## src/rtl/fifo_unpack.sv

```systemverilog
// ============================================================================
// Module  : fifo_unpack
// Brief   : Word-to-byte down-converting FIFO. It accepts 32-bit words and
//           emits them one byte per cycle.
// Revision: 1.0 - initial release
// ============================================================================
`default_nettype none

module fifo_unpack #(
    parameter int WORD_DEPTH = 4,
    parameter int MSB_FIRST  = 1
) (
    input  logic                                clk,
    input  logic                                rst_n,
    input  logic                                wr_valid,
    output logic                                wr_ready,
    input  logic [31:0]                         wr_data,
    output logic                                rd_valid,
    input  logic                                rd_ready,
    output logic [7:0]                          rd_data,
    input  logic                                flush,
    output logic                                full,
    output logic                                empty,
    output logic [$clog2(WORD_DEPTH*4):0]       byte_count
);

    localparam int PTR_W = $clog2(WORD_DEPTH);
    localparam int CNT_W = PTR_W + 1;
    localparam int BCNT_W = $clog2(WORD_DEPTH*4) + 1;
    localparam logic [CNT_W-1:0] DEPTH_C = CNT_W'(WORD_DEPTH);

    logic [31:0]      mem_q [WORD_DEPTH];
    logic [PTR_W-1:0] wr_ptr_q, wr_ptr_d;
    logic [PTR_W-1:0] rd_ptr_q, rd_ptr_d;
    logic [CNT_W-1:0] word_count_q, word_count_d;
    logic [1:0]       byte_idx_q, byte_idx_d;

    logic        wr_accept;
    logic        rd_accept;
    logic        rd_last;
    logic [1:0]  lane_sel;
    logic [31:0] head_word;

    assign full      = (word_count_q == DEPTH_C);
    assign empty     = (word_count_q == '0);
    assign wr_ready  = !full;
    assign rd_valid  = !empty;
    assign wr_accept = wr_valid && wr_ready;
    assign rd_accept = rd_valid && rd_ready;
    assign rd_last   = (byte_idx_q == 2'd3);

    assign byte_count = {word_count_q, 2'b00} - BCNT_W'(byte_idx_q);

    // lane_sel is the byte lane counted from bit 0 of the head word
    if (MSB_FIRST != 0) begin : g_msb_first
        assign lane_sel = 2'd3 - byte_idx_q;
    end else begin : g_lsb_first
        assign lane_sel = byte_idx_q;
    end

    assign head_word = mem_q[rd_ptr_q];

    always_comb begin
        rd_data = 8'h00;
        if (!empty) begin
            case (lane_sel)
                2'd0:    rd_data = head_word[7:0];
                2'd1:    rd_data = head_word[15:8];
                2'd2:    rd_data = head_word[23:16];
                default: rd_data = head_word[31:24];
            endcase
        end
    end

    always_comb begin
        wr_ptr_d     = wr_ptr_q;
        rd_ptr_d     = rd_ptr_q;
        word_count_d = word_count_q;
        byte_idx_d   = byte_idx_q;
        if (flush) begin
            wr_ptr_d     = '0;
            rd_ptr_d     = '0;
            word_count_d = '0;
            byte_idx_d   = '0;
        end else begin
            if (wr_accept) begin
                wr_ptr_d = wr_ptr_q + 1'b1;
            end
            if (rd_accept) begin
                byte_idx_d = byte_idx_q + 2'd1;
                if (rd_last) begin
                    rd_ptr_d = rd_ptr_q + 1'b1;
                end
            end
            // a slot freed and a slot filled on the same edge cancel out
            case ({wr_accept, rd_accept && rd_last})
                2'b10:   word_count_d = word_count_q + 1'b1;
                2'b01:   word_count_d = word_count_q - 1'b1;
                default: word_count_d = word_count_q;
            endcase
        end
    end

    always_ff @(posedge clk or negedge rst_n) begin
        if (!rst_n) begin
            wr_ptr_q     <= '0;
            rd_ptr_q     <= '0;
            word_count_q <= '0;
            byte_idx_q   <= '0;
        end else begin
            wr_ptr_q     <= wr_ptr_d;
            rd_ptr_q     <= rd_ptr_d;
            word_count_q <= word_count_d;
            byte_idx_q   <= byte_idx_d;
        end
    end

    // storage is never reset; flush discards the write in its cycle
    always_ff @(posedge clk) begin
        if (wr_accept && !flush) begin
            mem_q[wr_ptr_q] <= wr_data;
        end
    end

endmodule

`default_nettype wire
```

## config.mk

```make
export PLATFORM = sky130hd
export DESIGN_NAME = fifo_unpack
export DESIGN_NICKNAME = d
export VERILOG_FILES = /design/src/rtl/fifo_unpack.sv
export SDC_FILE = /design/constraint.sdc
export NUM_CORES = 1
export LEC_CHECK = 0
export CAP_MARGIN = 10
export CELL_PAD_IN_SITES_DETAIL_PLACEMENT = 2
export CELL_PAD_IN_SITES_GLOBAL_PLACEMENT = 2
export CORE_ASPECT_RATIO = 2
export CORE_MARGIN = 1.5
export CORE_UTILIZATION = 40
export CTS_BUF_LIST = sky130_fd_sc_hd__clkbuf_4 sky130_fd_sc_hd__clkbuf_8
export DETAILED_ROUTE_END_ITERATION = 12
export PLACE_DENSITY = 0.85
export SLEW_MARGIN = 40
export SYNTH_ARGS = -nofsm -noshare
export SYNTH_HDL_FRONTEND = slang
export SYNTH_SLANG_ARGS = --single-unit
```

## constraint.sdc

```tcl
create_clock -name clk -period 5.7 [get_ports clk]
set_input_delay 1.14 -clock clk [delete_from_list [all_inputs] [get_ports clk]]
set_output_delay 1.14 -clock clk [all_outputs]
set_load 0.02 [all_outputs]
```

# ---- Word-level counts from Yosys, hierarchy flattened
# Memories as Yosys holds them, arrays and structs flattened.
# Index checks and enable logic that the tools add are counted.
# W data, S select, Z words.
dict set report totals {
  regBits 9
  ramBits 128
  in_bits 37
  word_cells 45
  mem_count 1
}
# memory words width read_ports rd_ports_with_merged_regs wr line
set memory_table {}
lappend memory_table {mem_q 4 32 1 0 1 32} ;# logic [31:0] mem_q [WORD_DEPTH];
dict set report classes {
  add_sub_neg 7
  n_eq_ne 6
  muxes 13
  n_reduce_logical 14
}
# cell n
set op_table {}
lappend op_table {{$pmux W8 S3} 1}
lappend op_table {{$mux W2} 7}
lappend op_table {{$mux W8} 1}
lappend op_table {{$add A2 B1 Y2 const B} 3}
lappend op_table {{$eq A2 B2 Y1 const B} 3}
lappend op_table {{$pmux W3 S2} 1}
lappend op_table {{$reduce_bool A2 Y1} 3}
lappend op_table {{$sub A5 B2 Y5} 1}
lappend op_table {{$eq A2 B1 Y1 const B} 2}
lappend op_table {{$logic_and A1 B1 Y1} 4}
lappend op_table {{$add A3 B1 Y3 const B} 1}
lappend op_table {{$eq A3 B3 Y1 const B} 1}
lappend op_table {{$logic_not A1 Y1} 3}
lappend op_table {{$logic_not A3 Y1} 1}
lappend op_table {{$mux W3} 1}
lappend op_table {{$reduce_bool A3 Y1} 1}
lappend op_table {{$sub A3 B1 Y3 const B} 1}
lappend op_table {{$logic_not A2 Y1} 1}
lappend op_table {{$mux W1} 2}
lappend op_table {{$reduce_and A2 Y1} 1}
lappend op_table {{$sub A2 B2 Y2 const A} 1}

# ---- Logic depth before layout (Yosys ltp)
# Gate-level depths: netlist of the first run.
dict set report logic_depth {
  depth_word 7
  ltp_mapped 7
}

# ---- Worst setup path before layout of the first run
# Ideal clock, no wire load.
dict set report synth_path {
  path_kind {register -> output}
  startpoint {register rd_ptr_q[0]}
  endpoint {output rd_data[6]}
  arrival_ns 1.642
  setup_slack_ns 2.918
  stages_incl_launch_ff 8
  path_buffers 3
  cell_sequence {dfrtp_1 -> buf_2 -> buf_4 -> buf_1 -> nand3_1 -> o21ai_0 -> a21oi_1 -> a21oi_1}
}
dict set report synth_via {
  elab_chain_len 3
}
# item line
set synth_lines {}
lappend synth_lines {{start: declaration} 34} ;# logic [PTR_W-1:0] rd_ptr_q, rd_ptr_d;
lappend synth_lines {{start signal: assignment} 112} ;# rd_ptr_q <= rd_ptr_d;
lappend synth_lines {{$mem_v2 Z4 W32} --}
lappend synth_lines {{$pmux W8 S3} 66} ;# case (lane_sel)
lappend synth_lines {{$mux W8} 65} ;# if (!empty) begin
lappend synth_lines {{end: declaration} 20} ;# output logic [7:0] rd_data,
# Every way passes these cells.

# ---- Worst setup path in the final report of the first run
dict set report layout_path {
  startpoint {register rd_ptr_q[1]}
  endpoint {output rd_data[1]}
}
# The elaborated chain is that of the path after synthesis.

==> flow_summary.ini, run 1 <==
[timing]
fin_tns_setup_ns = 0
relSlewSlack_pct = 56.9
min_period_ns = 4.30
rsz0062_at_grt = no
finClkSkew_ns = 0.00925
final_max_slew_viol_count = 0
setup-violations-final = 0
setup_ws_ns = 1.40
tightest_slew_ns = 0.637
hold_viol = 0
fin_crit_sh_pct = 75.5
clock.fmax_mhz = 232

[power]
share_comb_of_total_power_pct = 8.7
static-leakage-power_nw = 2.13
p_per_area_nw_per_um2 = 320
ir_drop_uv = 198
p_int_mw = 1.64
seqPwrFrac_pct = 53.7
switching_power_mw = 0.492
swShare_pct = 23.1
power.share.clock_pct = 37.7

[worst_setup_path]
crit_required_ns = 4.56
crit_type = flip-flop to primary output
path_cells = buf_4, mux2i_1, o22ai_1, a211oi_1, a21oi_1, clkdlybuf4s50_1
worst_setup_path_start_kind = flip-flop
critical_path.max_fanout = 25
critPathLaunch = rd_ptr_q[1]
r2r_start = byte_idx_q[0]
end_kind = primary output
crit_slowest_cell = dfrtp_2
cpPeakStageDelay_ns = 0.77
arrival_ns = 3.16

[logic_synthesis]
syn_avg_cell_area_um2 = 16.7
synth_fp_nets = 381
ys_top_cells_by_area = edfxtp_1 69%, mux2i_1 7.3%, dfrtp_1 4.0%
synth_warnings = 0
seq_area_frac_synth_pct = 72.9
synth.top_cell.area_share_pct = 68.8
ys_seq_elements = 137
synth_cells = 335
yosysTopAreaCell = edfxtp_1
syn_area_um2 = 5580
synth.distinct_cells = 40

[routing]
wl_per_cell_um = 24.6
postRouteAntennaNets = 0
drt_iter0_drc = 162
via_per_inst = 5.63
drc = 0
wl_um = 13800
num_vias = 3154
drtPass1Iterations = 4

[grt]
grt_pass1_vias = 3599
grt_start_max_net_pins = 33
grt-ovfl-total = 0
grt_pass1_wl_um = 21300
antenna_found_initial = 0
track_usage_pct = 20.5

[placement]
io_buffers = 53
place_area_um2 = 6250
dp_hpwl_um = 9290
place_ws_ns = 1.78
place_congestion = 0.729

[final_layout]
syn_to_final_growth_pct = 19.1
final_common_cell = edfxtp_1
multi_input_area_um2 = 1390
antennaDiodeCount = 0
fin_nets = 439
final_cell_mix = 128 x edfxtp_1, 53 x clkdlybuf4s50_1, 41 x mux2i_1, 20 x a21oi_1, 17 x clkbuf_8
layout-drive-gt1-share_pct = 12.3
post-route-cell-area_um2 = 6650
regArea_um2 = 4070
nFillCells = 1257

[clock_network]
post_cts_buffers = 0
cts_buffers = 17
cts_tree = built
clockBufferDepth = 2
h-tree-depth = 4
holdBufCountCts = 0
clk_pin_slew_ns = 0.07
cts_root_buf = clkbuf_8
clock_latency_ns = 0.44
clock_sinks = 137
ctsResizeCount = 0

[floorplanning]
pin_count = 54
die-area_um2 = 14700
rows = 60
initial_core_util_pct = 41.3
core_area_um2 = 13500
die_h_um = 170
die_w_um = 86.5

[run]
maxCapViolations = 0

[hold_path]
hp-class = flip-flop to flip-flop
min-delay-start = wr_ptr_q[1]

[status]
status = finished, final reports clean
cell families after synthesis:
| kind of cell | synth area share, % |
|---|---|
| and+or+nand+nor | 4.35 |
| AOI/OAI and AO/OA | 6.43 |
| muxes | 10.8 |
| adders and majority gates | 2.15 |
| xor gates and xnor gates | 1.10 |
| DFF | 72.9 |
| buffers and inverters | 2.33 |
critical path: cells and delay by family, from the launching register on:
family                 cells  cell delay [ns]
AOI/OAI and AO/OA          3             0.58
muxes                      1             0.32
DFF                        1             0.77
buffers and inverters      2             1.01
power by group through the flow:
| stage | combinational (mW) | sequential [mW] | clock (mW) |
|---|---|---|---|
| 2_1_floorplan | 0.0872 | 1.16 | 0 |
| 3_3_place_gp | 0.178 | 1.16 | 0 |
| 3_5_place_dp | 0.186 | 1.16 | 0 |
| 4_1_cts | 0.188 | 1.14 | 0.821 |
| 5_1_grt | 0.198 | 1.14 | 0.856 |
| 6_report | 0.185 | 1.14 | 0.802 |
metrics by stage:
stage	std cells	utilization, %	hold WS [ns]	power [mW]
floorplan	335	-	0.543	1.25
global placement	529	46.3	0.564	1.34
detailed placement	529	46.3	0.597	1.35
CTS	560	49.2	0.607	2.15
global route	560	49.2	0.651	2.20
finish	560	49.2	0.597	2.13
registers in the layout (all words and copies together) (netlist names):
| register | flops |
|---|---|
| mem_q | 128 |
| wr_ptr_q | 2 |
| byte_idx_q | 2 |
| rd_ptr_q | 2 |
| word_count_q | 3 |
synthesized netlist by cell type (all sizes together):
| cell type | count |
|---|---|
| and2 | 4 |
| mux2 | 1 |
| o21a | 1 |
| dfrtp | 9 |
| xnor2 | 3 |
| nand3b | 7 |
| nand3 | 3 |
| buf | 13 |
| mux4 | 8 |
| nor3 | 3 |
| nand4 | 1 |
| nand4b | 1 |
| clkbuf | 7 |
| a21oi | 21 |
| nand2 | 6 |
| ha | 8 |
| inv | 7 |
| mux2i | 41 |
| o311ai | 1 |
| or3 | 1 |
| nand2b | 2 |
| nor2 | 10 |
| o211ai | 1 |
| a211oi | 6 |
| o21ai | 17 |
| and3 | 2 |
| fa | 1 |
| a2111oi | 1 |
| o22ai | 14 |
| edfxtp | 128 |
| nor2b | 1 |
| or3b | 2 |
| xor2 | 4 |
metal layers:
metal	part of all wire (%)	vias up	global-route usage (%)	wire length, um
li1	-	1418	-	-
met1	38	1657	22.8	5250
met2	57	60	36.8	7870
met3	2.5	19	4.70	351
met4	2.2	0	9.05	303
met5	0	-	0	0
area by class of cell:
type / instances / share of cell area [%]
timing repair buffer: 59 / 8.66
clock inverter: 13 / 2.33
inverter: 7 / 0.395
tap: 155 / 2.92
clock buffer: 18 / 3.63
multi-input combinational: 171 / 20.8
sequential: 137 / 61.2
path summary, 6_finish.rpt:
| kind | to | slack, ns | cells after the start |
|---|---|---|---|
| min in group asynchronous | word_count_q[1] | 1.03 | 1 |
| worst min register to register | wr_ptr_q[1] | 0.60 | 2 |
| max in group asynchronous | rd_ptr_q[0] | 4.29 | 1 |
| worst min-delay path | wr_ptr_q[1] | 0.60 | 2 |
| worst max register to register | word_count_q[2] | 3.08 | 6 |
| worst max-delay path | rd_data[1] | 1.40 | 6 |
(Power assumes the default switching activity.)
==> run 2: changes to the inputs <==
--- a/config.mk
+++ b/config.mk
@@ -10,10 +10,10 @@
 export CELL_PAD_IN_SITES_GLOBAL_PLACEMENT = 2
 export CORE_ASPECT_RATIO = 2
 export CORE_MARGIN = 1.5
-export CORE_UTILIZATION = 40
+export CORE_UTILIZATION = 39
 export CTS_BUF_LIST = sky130_fd_sc_hd__clkbuf_4 sky130_fd_sc_hd__clkbuf_8
 export DETAILED_ROUTE_END_ITERATION = 12
-export PLACE_DENSITY = 0.85
+export PLACE_DENSITY = 0.86
 export SLEW_MARGIN = 40
 export SYNTH_ARGS = -nofsm -noshare
 export SYNTH_HDL_FRONTEND = slang
==> constraint.sdc (replaced) <==
create_clock -name clk -period 3.6 [get_ports clk]
set_input_delay 0.72 -clock clk [delete_from_list [all_inputs] [get_ports clk]]
set_output_delay 0.72 -clock clk [all_outputs]
set_load 0.02 [all_outputs]
==> flow_summary.ini, run 2 (synthesized netlist as in run 1, its figures left out) <==
[floorplanning]
die-area_um2 = 15100
initial_core_util_pct = 40.0
core_area_um2 = 14000
die_w_um = 87.6
pin_count = 54
rows = 61
die_h_um = 172

[timing]
min_period_ns = 3.53
holdWs_ns = 0.596
finClkSkew_ns = 0.00903
relSlewSlack_pct = 59.4
setup-violations-final = 0
clock.fmax_mhz = 283
hold_viol = 0
rsz0062_at_grt = yes
tightest_slew_ns = 0.599
final_max_slew_viol_count = 0
fin_crit_sh_pct = 98.1

[final_layout]
largest_reg_flops = 128
fin_nets = 445
post-route-cell-area_um2 = 6860
nFillCells = 1289
final_common_cell = edfxtp_1
regArea_um2 = 4080
antennaDiodeCount = 0
multi_input_area_um2 = 1400
final_cell_mix = 128 x edfxtp_1, 51 x clkdlybuf4s50_1, 41 x mux2i_1, 20 x a21oi_1, 20 x clkbuf_8
largest_registers = mem_q: 128 flops, word_count_q: 3 flops
syn_to_final_growth_pct = 22.8
regMostFlops = mem_q
layout-drive-gt1-share_pct = 15.0

[clock_network]
cts_tree = built
clock_latency_ns = 0.44
cts_root_buf = clkbuf_8
clk_pin_slew_ns = 0.07
clockBufferDepth = 2
h-tree-depth = 4
clock_sinks = 137
cts_buffers = 17

[worst_setup_path]
end_kind = primary output
reg2reg_slack_ns = 1.31
arrival_ns = 2.81
crit_required_ns = 2.88
cpPeakStageDelay_ns = 0.65
worstRegToRegCells = 5
r2r_end = word_count_q[2]
crit_type = flip-flop to primary output
critical_path.max_fanout = 10
crit_slowest_cell = clkdlybuf4s50_1
cpMostUsedCell = inv_1
worst_setup_path_start_kind = flip-flop
path_cells = inv_1, ha_2, inv_1, o211ai_1, nor2_1, a21oi_1, clkdlybuf4s50_1
r2r_start = word_count_q[0]

[grt]
track_usage_pct = 21.5
grt_pass1_wl_um = 22600
grt-ovfl-total = 0
grt_start_max_net_pins = 33
grt_pass1_vias = 3689
antenna_found_initial = 0

[routing]
num_vias = 3207
wl_um = 15000
wl_per_cell_um = 24.9
drtPass1Iterations = 4
drt_iter0_drc = 195
postRouteAntennaNets = 0
via_per_inst = 5.34
drc = 0

[power]
p_per_area_nw_per_um2 = 525
ir_drop_uv = 279
finalPower_mw = 3.60
static-leakage-power_nw = 2.23

[placement]
place_area_um2 = 6340
io_buffers = 53
dp_hpwl_um = 9650
place_congestion = 0.717

[hold_path]
hold_end = byte_idx_q[1]
min-delay-start = byte_idx_q[1]
hp-class = flip-flop to flip-flop
hold_path_depth = 2

[run]
maxCapViolations = 0

[status]
status = finished, final reports clean
[run 2: metal layers]
metal  track usage, %  part of all wire [%]  wire, um
met2             38.9                    57      8550
met5                0                     0         0
met3             3.39                   2.4       357
met4             9.32                   2.1       315
met1             24.7                    38      5760
[run 2: layout make-up]
| type | count | share of cell area, % |
|---|---|---|
| multi-input cells | 171 | 20.4 |
| clock inverters | 11 | 2.83 |
| inverters | 7 | 0.383 |
| well taps | 189 | 3.45 |
| clock buffers | 21 | 4.12 |
| flip-flops and latches | 137 | 59.5 |
| repair buffers | 65 | 9.36 |
[run 2: worst max path at each step]
stage / to / slack (ns) / from
2_1_floorplan: rd_data[6] / 1.24 / rd_ptr_q[0]
3_3_place_gp: rd_data[7] / 0.38 / byte_idx_q[0]
3_5_place_dp: rd_data[7] / 0.24 / byte_idx_q[0]
4_1_cts: rd_data[6] / 0.009 / byte_idx_q[0]
5_1_grt: rd_data[6] / -0.03 / byte_idx_q[0]
6_report: rd_data[6] / 0.07 / byte_idx_q[0]
[run 2: stage by stage]
step           utilization [%]  instances  TNS (ns)  setup WS [ns]
2_1_floorplan                -        335         0           1.24
3_3_place_gp              45.4        568         0          0.379
3_5_place_dp              45.4        568         0          0.242
4_1_cts                   49.0        600         0        0.00897
5_1_grt                   49.1        601   -0.0462        -0.0343
6_report                  49.1        601         0         0.0700
[run 2: critical path, delay by kind of cell (launching register included)]
kind | cells | cell delay [ns]
AOI/OAI and AO/OA | 2 | 0.37
and+or+nand+nor | 1 | 0.07
DFF | 1 | 0.43
buffers and inverters | 3 | 1.09
adders and majority gates | 1 | 0.41
[run 2: report_power, final]
group / leakage [nW] / total [mW] / switching, mW / internal (mW)
clock: 0.239 / 1.50 / 0.606 / 0.889
sequential: 1.28 / 1.81 / 0.0203 / 1.79
combinational: 0.711 / 0.297 / 0.174 / 0.123
total: 2.23 / 3.60 / 0.801 / 2.80
[run 2: what timing repair did]
action / in CTS / in global routing
hold buffers: 0 / 0
setup endpoints to repair: 8 / 5
resized for setup: 7 / 3
setup buffers: 0 / 1
endpoints found under the hold margin: 0 / 0
==> run 3: changes to the inputs <==
--- a/config.mk
+++ b/config.mk
@@ -10,10 +10,10 @@
 export CELL_PAD_IN_SITES_GLOBAL_PLACEMENT = 2
 export CORE_ASPECT_RATIO = 2
 export CORE_MARGIN = 1.5
-export CORE_UTILIZATION = 39
+export CORE_UTILIZATION = 36
 export CTS_BUF_LIST = sky130_fd_sc_hd__clkbuf_4 sky130_fd_sc_hd__clkbuf_8
 export DETAILED_ROUTE_END_ITERATION = 12
-export PLACE_DENSITY = 0.86
+export PLACE_DENSITY = 0.81
 export SLEW_MARGIN = 40
 export SYNTH_ARGS = -nofsm -noshare
 export SYNTH_HDL_FRONTEND = slang
==> flow_summary.ini, run 3 (synthesized netlist as in run 1, its figures left out) <==
[final_layout]
largest_registers = mem_q: 128 flops, word_count_q: 3 flops
largest_reg_flops = 128
multi_input_area_um2 = 1390
antennaDiodeCount = 0
final_common_cell = edfxtp_1
layout-drive-gt1-share_pct = 14.0
final_cell_mix = 128 x edfxtp_1, 52 x clkdlybuf4s50_1, 41 x mux2i_1, 20 x a21oi_1, 17 x clkbuf_8
syn_to_final_growth_pct = 21.9
regArea_um2 = 4080
nFillCells = 1468
regMostFlops = mem_q
fin_nets = 449

[grt]
grt_start_max_net_pins = 33
grt_pass1_wl_um = 22400
grt-ovfl-total = 0
grt_pass1_vias = 3707
track_usage_pct = 19.2
antenna_found_initial = 0

[worst_setup_path]
arrival_ns = 2.73
end_kind = primary output
crit_required_ns = 2.88
crit_type = flip-flop to primary output
reg2reg_slack_ns = 1.25
worst_setup_path_start_kind = flip-flop
critical_path.max_fanout = 13

[status]
status = finished, final reports clean

[routing]
num_vias = 3213
wl_um = 14700
wl_per_cell_um = 24.1
drt_iter0_drc = 126
postRouteAntennaNets = 0
via_per_inst = 5.25
drtPass1Iterations = 4
drc = 0

[clock_network]
cts_tree = built
holdBufCountCts = 0
clk_pin_slew_ns = 0.08
cts_buffers = 17
clock_latency_ns = 0.45
cts_root_buf = clkbuf_8
h-tree-depth = 4
clock_sinks = 137
clockBufferDepth = 2

[timing]
relSlewSlack_pct = 59.4
final_max_slew_viol_count = 0
setup-violations-final = 0
hold_viol = 0
clock.fmax_mhz = 290
fin_crit_sh_pct = 95.9
rsz0062_at_grt = no
min_period_ns = 3.45
finClkSkew_ns = 0.0126
setup_ws_ns = 0.149
tightest_slew_ns = 0.600
fin_tns_setup_ns = 0

[floorplanning]
core_area_um2 = 15200
die_h_um = 179
initial_core_util_pct = 36.7
pin_count = 54
die_w_um = 91.1
rows = 64
die-area_um2 = 16300

[placement]
place_ws_ns = 0.379
io_buffers = 53
dp_hpwl_um = 9830
place_congestion = 0.775

[power]
finalPower_mw = 3.43
ir_drop_uv = 225
static-leakage-power_nw = 2.20
p_per_area_nw_per_um2 = 504

[hold_path]
hp-class = input pin to async pin

[run]
maxCapViolations = 0
==> run 3: changes by cell type in the layout (fill, tap and decap cells not counted), moves of 2 or more <==
cell and delta:
buf_4 +4, clkbuf_8 -3, clkinv_1 +2, clkinv_2 +2, clkinv_4 -3
==> run 3: where the power goes <==
group / total (mW) / leakage (nW) / internal (mW) / switching [mW]
Combinational: 0.300 / 0.713 / 0.125 / 0.175
Sequential: 1.81 / 1.28 / 1.79 / 0.0198
Clock: 1.32 / 0.207 / 0.752 / 0.571
Total: 3.43 / 2.20 / 2.67 / 0.766
==> run 3: worst max-delay path, stage by stage, from the launching register on <==
cell and delay (ns):
dfrtp_1 0.57, or3_1 0.57, o21ai_0 0.24, a21oi_1 0.25, clkdlybuf4s50_1 0.65
==> run 3: layout make-up <==
class	instances	share of cell area (%)
Sequential cell	137	59.9
Multi-Input combinational cell	171	20.3
Timing Repair Buffer	69	9.83
Clock buffer	19	3.66
Tap cell	198	3.64
Clock inverter	11	2.28
Inverter	7	0.386
==> run 3: timing repair <==
item / in CTS / in global routing
cloned: 0 / 0
resized for setup: 2 / 1
setup buffers: 0 / 2
endpoints found under the setup margin: 4 / 3
pin swaps: 0 / 0
==> run 3: path summary, 6_finish.rpt <==
kind	to	depth (start not counted)	start
worst min-delay path	word_count_q[2]	1	rst_n
min in group clk	wr_ptr_q[1]	2	wr_ptr_q[1]
worst max-delay path	rd_data[4]	4	word_count_q[0]
worst max register to register	word_count_q[2]	5	word_count_q[0]
max in group asynchronous	rd_ptr_q[1]	1	rst_n
worst min register to register	wr_ptr_q[1]	2	wr_ptr_q[1]
==> run 3: routing by layer <==
layer  up-vias  GRT usage, %  wire [um]
met3        21          3.69        394
met4         0          7.55        308
met2        75          36.0       8470
li1       1433             -          -
met1      1684          21.0       5580
met5         -             0          0
==> run 3: metrics by stage <==
step	area (um^2)	utilization, %	instances	hold slack, ns
3_3_place_gp	6380	41.9	580	0.566
2_1_floorplan	5580	-	335	0.424
4_1_cts	6790	44.6	610	0.568
6_report	6810	44.8	612	0.585
5_1_grt	6810	44.8	612	0.596
3_5_place_dp	6380	41.9	580	0.582
